### src/rtl/sprite_region_capture.sv
// Copies a WIDTH x HEIGHT screen rectangle from the framebuffer into a local save RAM, in row-major order.
// Off-screen pixels are not read from the framebuffer and are stored as colour 0.
module sprite_region_capture #(
    parameter int WIDTH    = 36,
    parameter int HEIGHT   = 28,
    parameter int ADDR_W   = 10,
    parameter int SCREEN_W = 320,
    parameter int SCREEN_H = 240
) (
    input  logic              clock_all,
    input  logic              reset_all,
    input  logic              start,
    input  logic [8:0]        x_,
    input  logic [7:0]        y_,
    output logic              fb_rd_en,
    output logic [8:0]        fb_rd_x,
    output logic [7:0]        fb_rd_y,
    input  logic [2:0]        fb_rd_data,
    output logic              buf_wren,
    output logic [ADDR_W-1:0] buf_addr,
    output logic [2:0]        buf_data,
    output logic              busy,
    output logic              done
);
    localparam int CW = (WIDTH > 1) ? $clog2(WIDTH) : 1;
    localparam int RW = (HEIGHT > 1) ? $clog2(HEIGHT) : 1;
    localparam logic [9:0] SCREEN_W_L = 10'(SCREEN_W);
    localparam logic [8:0] SCREEN_H_L = 9'(SCREEN_H);

    typedef enum logic [1:0] {IDLE, READ, DRAIN, DONE} state_t;

    state_t            state_q, state_d;
    logic [8:0]        x_lat_q, x_lat_d;
    logic [7:0]        y_lat_q, y_lat_d;
    logic [CW-1:0]     col_q, col_d;
    logic [RW-1:0]     row_q, row_d;
    logic [ADDR_W-1:0] pix_q, pix_d;

    logic              iss_en_q, iss_en_d;
    logic              iss_vld_q, iss_vld_d;
    logic [8:0]        iss_x_q, iss_x_d;
    logic [7:0]        iss_y_q, iss_y_d;
    logic [ADDR_W-1:0] iss_pix_q, iss_pix_d;

    logic              wr_vld_q, wr_vld_d;
    logic              wr_in_q, wr_in_d;
    logic [ADDR_W-1:0] wr_pix_q, wr_pix_d;

    logic              busy_q, busy_d;
    logic              done_q, done_d;

    logic [9:0]        sum_x;
    logic [8:0]        sum_y;

    always_comb begin
        state_d = state_q;
        x_lat_d = x_lat_q;
        y_lat_d = y_lat_q;
        col_d   = col_q;
        row_d   = row_q;
        pix_d   = pix_q;

        sum_x = {1'b0, x_lat_q} + 10'(col_q);
        sum_y = {1'b0, y_lat_q} + 9'(row_q);

        case (state_q)
            IDLE: begin
                if (start) begin
                    x_lat_d = x_;
                    y_lat_d = y_;
                    col_d   = '0;
                    row_d   = '0;
                    pix_d   = '0;
                    state_d = READ;
                end
            end
            READ: begin
                pix_d = pix_q + ADDR_W'(1);
                if (col_q == CW'(WIDTH - 1)) begin
                    col_d = '0;
                    if (row_q == RW'(HEIGHT - 1)) begin
                        row_d   = '0;
                        state_d = DRAIN;
                    end else begin
                        row_d = row_q + RW'(1);
                    end
                end else begin
                    col_d = col_q + CW'(1);
                end
            end
            DRAIN:   state_d = DONE;
            DONE:    state_d = IDLE;
            default: state_d = IDLE;
        endcase

        // Read-issue stage: the pixel the FSM is on this cycle appears on the read port next cycle.
        iss_vld_d = (state_q == READ);
        iss_en_d  = iss_vld_d && (sum_x < SCREEN_W_L) && (sum_y < SCREEN_H_L);
        iss_x_d   = iss_vld_d ? sum_x[8:0] : 9'd0;
        iss_y_d   = iss_vld_d ? sum_y[7:0] : 8'd0;
        iss_pix_d = iss_vld_d ? pix_q : '0;

        // Write stage lines up with the framebuffer's one-cycle read latency.
        wr_vld_d = iss_vld_q;
        wr_in_d  = iss_en_q;
        wr_pix_d = iss_pix_q;

        done_d = (state_q == DONE);
        busy_d = (state_d != IDLE) || (state_q == DONE);
    end

    always_ff @(posedge clock_all) begin
        if (!reset_all) begin
            state_q   <= IDLE;
            x_lat_q   <= '0;
            y_lat_q   <= '0;
            col_q     <= '0;
            row_q     <= '0;
            pix_q     <= '0;
            iss_en_q  <= 1'b0;
            iss_vld_q <= 1'b0;
            iss_x_q   <= '0;
            iss_y_q   <= '0;
            iss_pix_q <= '0;
            wr_vld_q  <= 1'b0;
            wr_in_q   <= 1'b0;
            wr_pix_q  <= '0;
            busy_q    <= 1'b0;
            done_q    <= 1'b0;
        end else begin
            state_q   <= state_d;
            x_lat_q   <= x_lat_d;
            y_lat_q   <= y_lat_d;
            col_q     <= col_d;
            row_q     <= row_d;
            pix_q     <= pix_d;
            iss_en_q  <= iss_en_d;
            iss_vld_q <= iss_vld_d;
            iss_x_q   <= iss_x_d;
            iss_y_q   <= iss_y_d;
            iss_pix_q <= iss_pix_d;
            wr_vld_q  <= wr_vld_d;
            wr_in_q   <= wr_in_d;
            wr_pix_q  <= wr_pix_d;
            busy_q    <= busy_d;
            done_q    <= done_d;
        end
    end

    assign fb_rd_en = iss_en_q;
    assign fb_rd_x  = iss_x_q;
    assign fb_rd_y  = iss_y_q;
    assign buf_wren = wr_vld_q;
    assign buf_addr = wr_pix_q;
    assign buf_data = wr_in_q ? fb_rd_data : 3'b000;
    assign busy     = busy_q;
    assign done     = done_q;
endmodule

### config.mk
export PLATFORM = sky130hd
export DESIGN_NAME = sprite_region_capture
export DESIGN_NICKNAME = d
export VERILOG_FILES = /design/src/rtl/sprite_region_capture.sv
export SDC_FILE = /design/constraint.sdc
export NUM_CORES = 1
export LEC_CHECK = 0
export BUFFER_PORTS_ARGS = -buffer_cell sky130_fd_sc_hd__buf_2
export CAP_MARGIN = 20
export CORE_ASPECT_RATIO = 1.5
export CORE_MARGIN = 4
export CORE_UTILIZATION = 47
export DETAILED_ROUTE_END_ITERATION = 12
export HOLD_SLACK_MARGIN = 0.06
export PLACE_DENSITY = 0.68
export SETUP_SLACK_MARGIN = 0.1
export SYNTH_ARGS = -nofsm -noshare
export SYNTH_HDL_FRONTEND = slang
export SYNTH_SLANG_ARGS = --single-unit
### constraint.sdc
create_clock -name clock_all -period 4.4 [get_ports clock_all]
set_input_delay 0.66 -clock clock_all [delete_from_list [all_inputs] [get_ports clock_all]]
set_output_delay 0.66 -clock clock_all [all_outputs]
set_load 0.01 [all_outputs]
# Word-level counts from Yosys, hierarchy flattened
# Index checks and enable logic that the tools add are counted.
# op_classes
n_lt_le_gt_ge	2
n_eq_ne	7
reduce_logical	10
mux	14
addsub	5
# op_table
operator	n
$pmux 10 s2	1
$mux 5	3
$mux 6	2
$pmux 6 s2	1
$add 10x1->10 const B	1
$add 9x6->10	1
$lt 10x9->1 const B	1
$mux 10	1
$pmux 5 s2	1
$add 8x5->9	1
$lt 9x8->1 const B	1
$pmux 2 s4	1
$add 6x1->6 const B	1
$eq 6x6->1 const B	1
$mux 2	3
$reduce_and 2->1	3
$add 5x1->5 const B	1
$eq 5x5->1 const B	1
$eq 2x2->1 const B	2
$reduce_bool 2->1	2
$mux 3	1
$reduce_and 3->1	1
$eq 2x1->1 const B	1
$logic_and 1x1->1	2
other kinds (4)	4
# totals
reg_bits	83

# Longest topological paths before layout
# Gate-level depths: netlist (run 1).
# logic_depth
word_depth	6
ltp_mapped	8
mapped_depth_nobuf	8

# Worst setup path after synthesis (run 1)
# No wires, ideal clock.
# synth_path
kind	reg2reg
from	reg col_q[0]
to	reg iss_en_q (netlist: fb_rd_en)
stages_incl_launch_ff	8
synth_period_minus_slack_ns	2.111
t_arrival_ns	2.007
required_ns	4.297
path_buffers	0
setup_slack_ns	2.289
path_cell_list	dfxtp_1 -> ha_1 -> fa_1 -> a211oi_1 -> o21ai_1 -> a21oi_1 -> o311ai_0 -> a2111oi_2
# synth_via
elab_chain_len	4
# synth_rtl
item	line_no	rtl
from (decl)	35	logic [CW-1:0] col_q, col_d;
from (signal assigned)	134	col_q <= col_d;
$add 9x6->10	63	sum_x = {1'b0, x_lat_q} + 10'(col_q);
$lt 10x9->1	98	iss_en_d = iss_vld_d && (sum_x < SCREEN_W_L) && (sum_y < SCREEN_H_L);
$logic_and 1x1->1 (2 in a row)	98	
to (signal assigned)	137	iss_en_q <= iss_en_d;
to (decl)	39	logic iss_en_q, iss_en_d;
# Every way passes these cells.
# A chain may end at the register's enable or synchronous reset.

# Worst setup path after layout (run 1)
# Ends and elaborated chain as after synthesis.

==> impl_metrics.json, run 1 <==
{
  "hold_violations": 0,
  "fin_area_mm2": 0.004021,
  "start_util": 0.4837,
  "status": "complete, no violations",
  "wl_mm": 7.255,
  "synth-seq-cells": 83,
  "die_w_um": 78.42,
  "drt_pass1_iterations": 4,
  "worstPathRequired_ns": 4.65,
  "antennaDiodeCount": 0,
  "maxCapViolCount": 0,
  "placed_area_mm2": 0.003817,
  "cts_tree": "yes",
  "clock_sinks": 83,
  "num_vias": 2857,
  "clock_path_buffers": 2,
  "portBuffers": 56,
  "power_density_mw_per_mm2": 360.9,
  "area_growth_pct": 15.03,
  "hold_class": "register to register",
  "ios": 57,
  "tightest_slew_ns": 0.8450,
  "grt_overflow_total": 0,
  "grtUsageMet2": 0.2889,
  "final_cell_mix": "83 x dfxtp_1, 56 x buf_2, 47 x nand2_1",
  "ys_seq_area_frac": 0.4753,
  "syn-cell-area_mm2": 0.003496,
  "netlist.area_leader.share": 0.4753,
  "synth_area_leaders": "dfxtp_1 48%, a21oi_1 5.6%, nand2_1 5.0%, ha_1 5.0%, nor2_1 3.8%",
  "core_area_mm2": 0.007227,
  "syn_inst": 393,
  "grt_pass1_vias": 2769,
  "fin_tns_setup_ns": 0,
  "drive_above_1_share": 0.1794,
  "wl_per_cell_um": 13.29,
  "post_cts_resized": 0,
  "synth_flop_cell": "dfxtp_1",
  "gp_congestion": 0.8450,
  "crit_fanout": 6,
  "syn_area_per_cell_um2": 8.895,
  "die_area_mm2": 0.008910,
  "yosysWarnings": 0,
  "postCtsSetupRepairBufs": 0,
  "crit_arrival_ns": 2.56,
  "use_met3": 0.03949,
  "grt_use_total": 0.1699,
  "antenna_found_initial": 0,
  "cellLeakagePower_nw": 1.743,
  "final_nets": 480,
  "htree_levels": 3,
  "yosysTopAreaCell": "dfxtp_1",
  "setup_viol": 0,
  "hold_buffers": 0,
  "synth_edf_count": 0,
  "report.final.slew_viol_count": 0,
  "drcViolationCount": 0,
  "async_flop_share": 0,
  "hpwlAfterDp_mm": 5.155,
  "worstSetupPathType": "register to register",
  "fin_crit_sh": 0.5267,
  "relSlewSlack": 0.4353,
  "numCtsBuffers": 9,
  "max_freq_ghz": 0.4315,
  "drt.antenna.violating_nets": 0,
  "fp-row-count": 38,
  "final_common_cell": "dfxtp_1",
  "fin_crit_ns": 2.317,
  "die_h_um": 113.6,
  "worstSkewPairLatency_ns": 0.35,
  "grt_max_degree": 31,
  "grt_use_met1": 0.1918,
  "drt_iter0_markers": 95,
  "yosysUniqueCellTypes": 48,
  "startpoint_type": "register",
  "grt_pass1_wl_mm": 12.01,
  "peakVddDrop_mv": 0.1858,
  "skew_ns": 0.007389,
  "rsz0062_at_grt": "false",
  "top_usage_layer": "met2",
  "cp-end-kind": "register",
  "clkTransAtPathRegs_ns": 0.08,
  "syn-num-nets": 432,
  "viasPerCell": 5.233,
  "cts-root-buf": "clkbuf_8"
}
[worst paths after layout]
check / slack [ns] / startpoint / end / cells past startpoint
setup reg to reg: 2.08 / col_q[0] / fb_rd_en / 7
setup / recovery: 2.08 / col_q[0] / fb_rd_en / 7
hold reg to reg: 0.43 / iss_pix_q[5] / buf_addr[5] / 1
hold / removal: 0.43 / iss_pix_q[5] / buf_addr[5] / 1
[metrics by stage]
stage | util | setup slack [ns] | power [mW] | instances | hold slack, ns
after floorplan | - | 2.289 | 0.8848 | 393 | 0.4119
after global placement | 0.5282 | 2.201 | 0.9151 | 530 | 0.4135
after detailed placement | 0.5282 | 2.121 | 0.9186 | 530 | 0.4177
after CTS | 0.5564 | 2.100 | 1.471 | 546 | 0.4355
after global routing | 0.5564 | 1.934 | 1.516 | 546 | 0.4464
final | 0.5564 | 2.083 | 1.451 | 546 | 0.4338
[flip-flops by register name, indices dropped and copies added, names as in the netlist, 2 cells and up]
| signal | count |
|---|---|
| fb_rd_x | 9 |
| buf_addr | 10 |
| row_q | 5 |
| state_q | 2 |
| col_q | 6 |
| y_lat_q | 8 |
| pix_q | 10 |
| iss_pix_q | 10 |
| x_lat_q | 9 |
| fb_rd_y | 8 |
[synthesized netlist by cell type (all sizes together), types with 2 or more instances]
cell     n
xor2     4
nand2   47
nor3     9
nor2    35
nand4    6
and3    16
a21o     3
or4      2
o21bai   2
ha      14
a41oi    2
xnor2    4
a211oi   8
nand3    9
or2      3
a311oi   4
buf      3
and2    17
clkbuf  17
dfxtp   83
or3      5
nand2b   4
nor2b    4
inv     10
nor3b    5
o311ai   2
a21oi   39
o211ai   2
o21ai   17
fa       2
a22oi    3
[critical path: stages, from the launching register on]
cell and delay, ns:
dfxtp_1 0.35, ha_1 0.23, fa_1 0.43, a211oi_1 0.34
o21ai_1 0.19, a21oi_1 0.18, o311ai_0 0.15, a2111oi_2 0.35
[area by class of cell]
type,count,area [um^2]
flip-flops and latches,83,1662
fillers,735,3206
inverters,10,37.54
multi-input cells,280,1705
well taps,100,125.1
clock inverters,4,48.80
repair buffers,57,287.8
clock buffers,12,155.1
[metal layers]
layer / up-vias / wire length [um]
li1: 1472 / -
met1: 1317 / 3150
met2: 56 / 3650
met3: 12 / 276
met4: 0 / 177
met5: - / 0
[power by group]
group / switching, mW / internal (mW) / total (mW)
Sequential: 0.0170 / 0.769 / 0.786
Combinational: 0.0718 / 0.0421 / 0.114
Clock: 0.259 / 0.293 / 0.551
Total: 0.347 / 1.10 / 1.45
[cell families after synthesis]
| family | count (synthesis) | share of synthesized area |
|---|---|---|
| xor gates and xnor gates | 8 | 0.02004 |
| DFF | 83 | 0.4753 |
| and+or+nand+nor | 165 | 0.2423 |
| buffers and inverters | 30 | 0.03686 |
| adders and majority gates | 16 | 0.06156 |
| AOI/OAI and AO/OA | 90 | 0.1607 |
| muxes | 1 | 0.003221 |
Note: power is estimated with default switching activity, not from simulation.
==> run 2: changes to the inputs <==
--- a/config.mk
+++ b/config.mk
@@ -5,6 +5,7 @@
 export SDC_FILE = /design/constraint.sdc
 export NUM_CORES = 1
 export LEC_CHECK = 0
+export ABC_AREA = 1
 export BUFFER_PORTS_ARGS = -buffer_cell sky130_fd_sc_hd__buf_2
 export CAP_MARGIN = 20
 export CORE_ASPECT_RATIO = 1.5
==> constraint.sdc (replaced) <==
create_clock -name clock_all -period 2.3 [get_ports clock_all]
set_input_delay 0.345 -clock clock_all [delete_from_list [all_inputs] [get_ports clock_all]]
set_output_delay 0.345 -clock clock_all [all_outputs]
set_load 0.01 [all_outputs]
==> impl_metrics.json, run 2 <==
{
  "start_util": 0.4879,
  "num_vias": 3031,
  "synth_edf_count": 0,
  "post_cts_resized": 0,
  "tightest_slew_ns": 0.5670,
  "clkTransAtPathRegs_ns": 0.08,
  "antenna_found_initial": 0,
  "dp.cells": 615,
  "maxCapViolCount": 0,
  "grt_overflow_total": 0,
  "syn-cell-area_mm2": 0.003572,
  "hpwlAfterDp_mm": 5.192,
  "report.final.slew_viol_count": 0,
  "placed_area_mm2": 0.003918,
  "instances_no_fill": 631,
  "final_cell_mix": "99 x nand2_1, 83 x dfxtp_1, 67 x inv_1",
  "netlist_top_cells_count": "99 x nand2_1, 83 x dfxtp_1, 67 x inv_1",
  "clock_sinks": 83,
  "yosysTopAreaCell": "dfxtp_1",
  "cts_tree": "yes",
  "final_nets": 565,
  "gp_congestion": 0.8805,
  "r2r_start": "col_q[0]",
  "ios": 57,
  "grt_pass1_wl_mm": 11.93,
  "fin_area_mm2": 0.004110,
  "cellLeakagePower_nw": 2.002,
  "yosysUniqueCellTypes": 38,
  "numCtsBuffers": 9,
  "whs_ns": 0.2370,
  "worstSetupPathType": "register to register",
  "post-synth-top-count-cell": "nand2_1",
  "cp-end-kind": "register",
  "grt_pass1_vias": 2774,
  "hold_buffers": 0,
  "hold_violations": 0,
  "crit_arrival_ns": 2.03,
  "setup_viol": 0,
  "wl_mm": 7.111,
  "power_density_mw_per_mm2": 692.8,
  "utilization": 0.5613,
  "ys_seq_area_frac": 0.4651,
  "syn-num-nets": 508,
  "fin_crit_sh": 0.7734,
  "drcViolationCount": 0,
  "die_h_um": 114.8,
  "die_w_um": 79.18,
  "fp-row-count": 38,
  "synth_flop_cell": "dfxtp_1",
  "final_common_cell": "nand2_1",
  "crit_fanout": 5,
  "worstSetupStartpoint": "col_q[0]",
  "antennaDiodeCount": 0,
  "grt_use_total": 0.1678,
  "yosysWarnings": 0,
  "area_growth_pct": 15.06,
  "hold_class": "input pin to register",
  "postCtsSetupRepairBufs": 0,
  "portBuffers": 56,
  "drt_pass1_iterations": 4,
  "worstPathRequired_ns": 2.55,
  "wl_per_cell_um": 11.27,
  "drive_above_1_share": 0.1714,
  "peakVddDrop_mv": 0.4726,
  "fin_tns_setup_ns": 0,
  "async_flop_share": 0,
  "drt.antenna.violating_nets": 0,
  "cts-root-buf": "clkbuf_8",
  "drt_iter0_markers": 108,
  "rsz0062_at_grt": "false",
  "relSlewSlack": 0.6215,
  "syn_inst": 469,
  "netlist.area_leader.share": 0.4651,
  "viasPerCell": 4.803,
  "startpoint_type": "register",
  "synth_area_leaders": "dfxtp_1 47%, nand2_1 10%, inv_1 7.0%, nor2_1 6.5%, ha_1 4.9%",
  "skew_ns": 0.007556,
  "die_area_mm2": 0.009088,
  "hp-start": "start",
  "fin_crit_ns": 1.779,
  "synth-seq-cells": 83,
  "htree_levels": 3,
  "grt_max_degree": 44,
  "clock_path_buffers": 2,
  "max_freq_ghz": 0.5622,
  "r2r_slack_ns": 0.52,
  "worstSkewPairLatency_ns": 0.36,
  "core_area_mm2": 0.007322,
  "syn_area_per_cell_um2": 7.617,
  "status": "complete, no violations"
}
run 2: metrics by stage:
step           setup slack (ns)  power, mW
2_1_floorplan            0.6789      1.786
3_3_place_gp             0.5863      1.870
3_5_place_dp             0.5342      1.877
4_1_cts                  0.5190      2.886
5_1_grt                  0.3849      2.997
6_report                 0.5212      2.847
run 2: cell type report:
type,count,area [um^2]
Fill cell,739,3212
Sequential cell,83,1662
Multi-Input combinational cell,302,1563
Timing Repair Buffer,58,295.3
Inverter,72,272.8
Tap cell,100,125.1
Clock buffer,9,123.9
Clock inverter,7,68.82
run 2: routing by layer:
layer  share of wire  track usage  wire, um  vias up
met1            0.44       0.1911      3104     1346
met5               0            0         0        -
met2            0.48       0.2812      3434       64
met3           0.054      0.04702       382       14
li1                -            -         -     1607
met4           0.027      0.09404       190        0
run 2: cells by family (layout without fill, tap and decap cells):
logic type	after synthesis	in the layout	share of synthesized area
AOI/OAI and AO/OA	72	72	0.1117
xor gates and xnor gates	4	4	0.009806
adders and majority gates	16	16	0.06025
buffers and inverters	84	146	0.09737
DFF	83	83	0.4651
and+or+nand+nor	210	210	0.2557
run 2: worst paths after layout:
kind	depth (start not counted)	endpoint
max	10	fb_rd_en
max reg2reg	10	fb_rd_en
min	3	busy
min reg2reg	2	buf_addr[6]
run 2: critical path: stages, from the launching register on:
cell     delay [ns]
dfxtp_1        0.35
ha_1           0.23
fa_1           0.39
nand2_1        0.09
nand3_1        0.12
nand3_1        0.11
nand2_1        0.06
nand2_1        0.06
nand2_1        0.06
a21oi_1        0.14
nor2_1         0.05
run 2: report_power, final:
group,switching (mW),internal [mW],leakage (nW)
combinational,0.196,0.109,1.23
sequential,0.0411,1.49,0.676
clock,0.511,0.496,0.0950
total,0.748,2.10,2.00
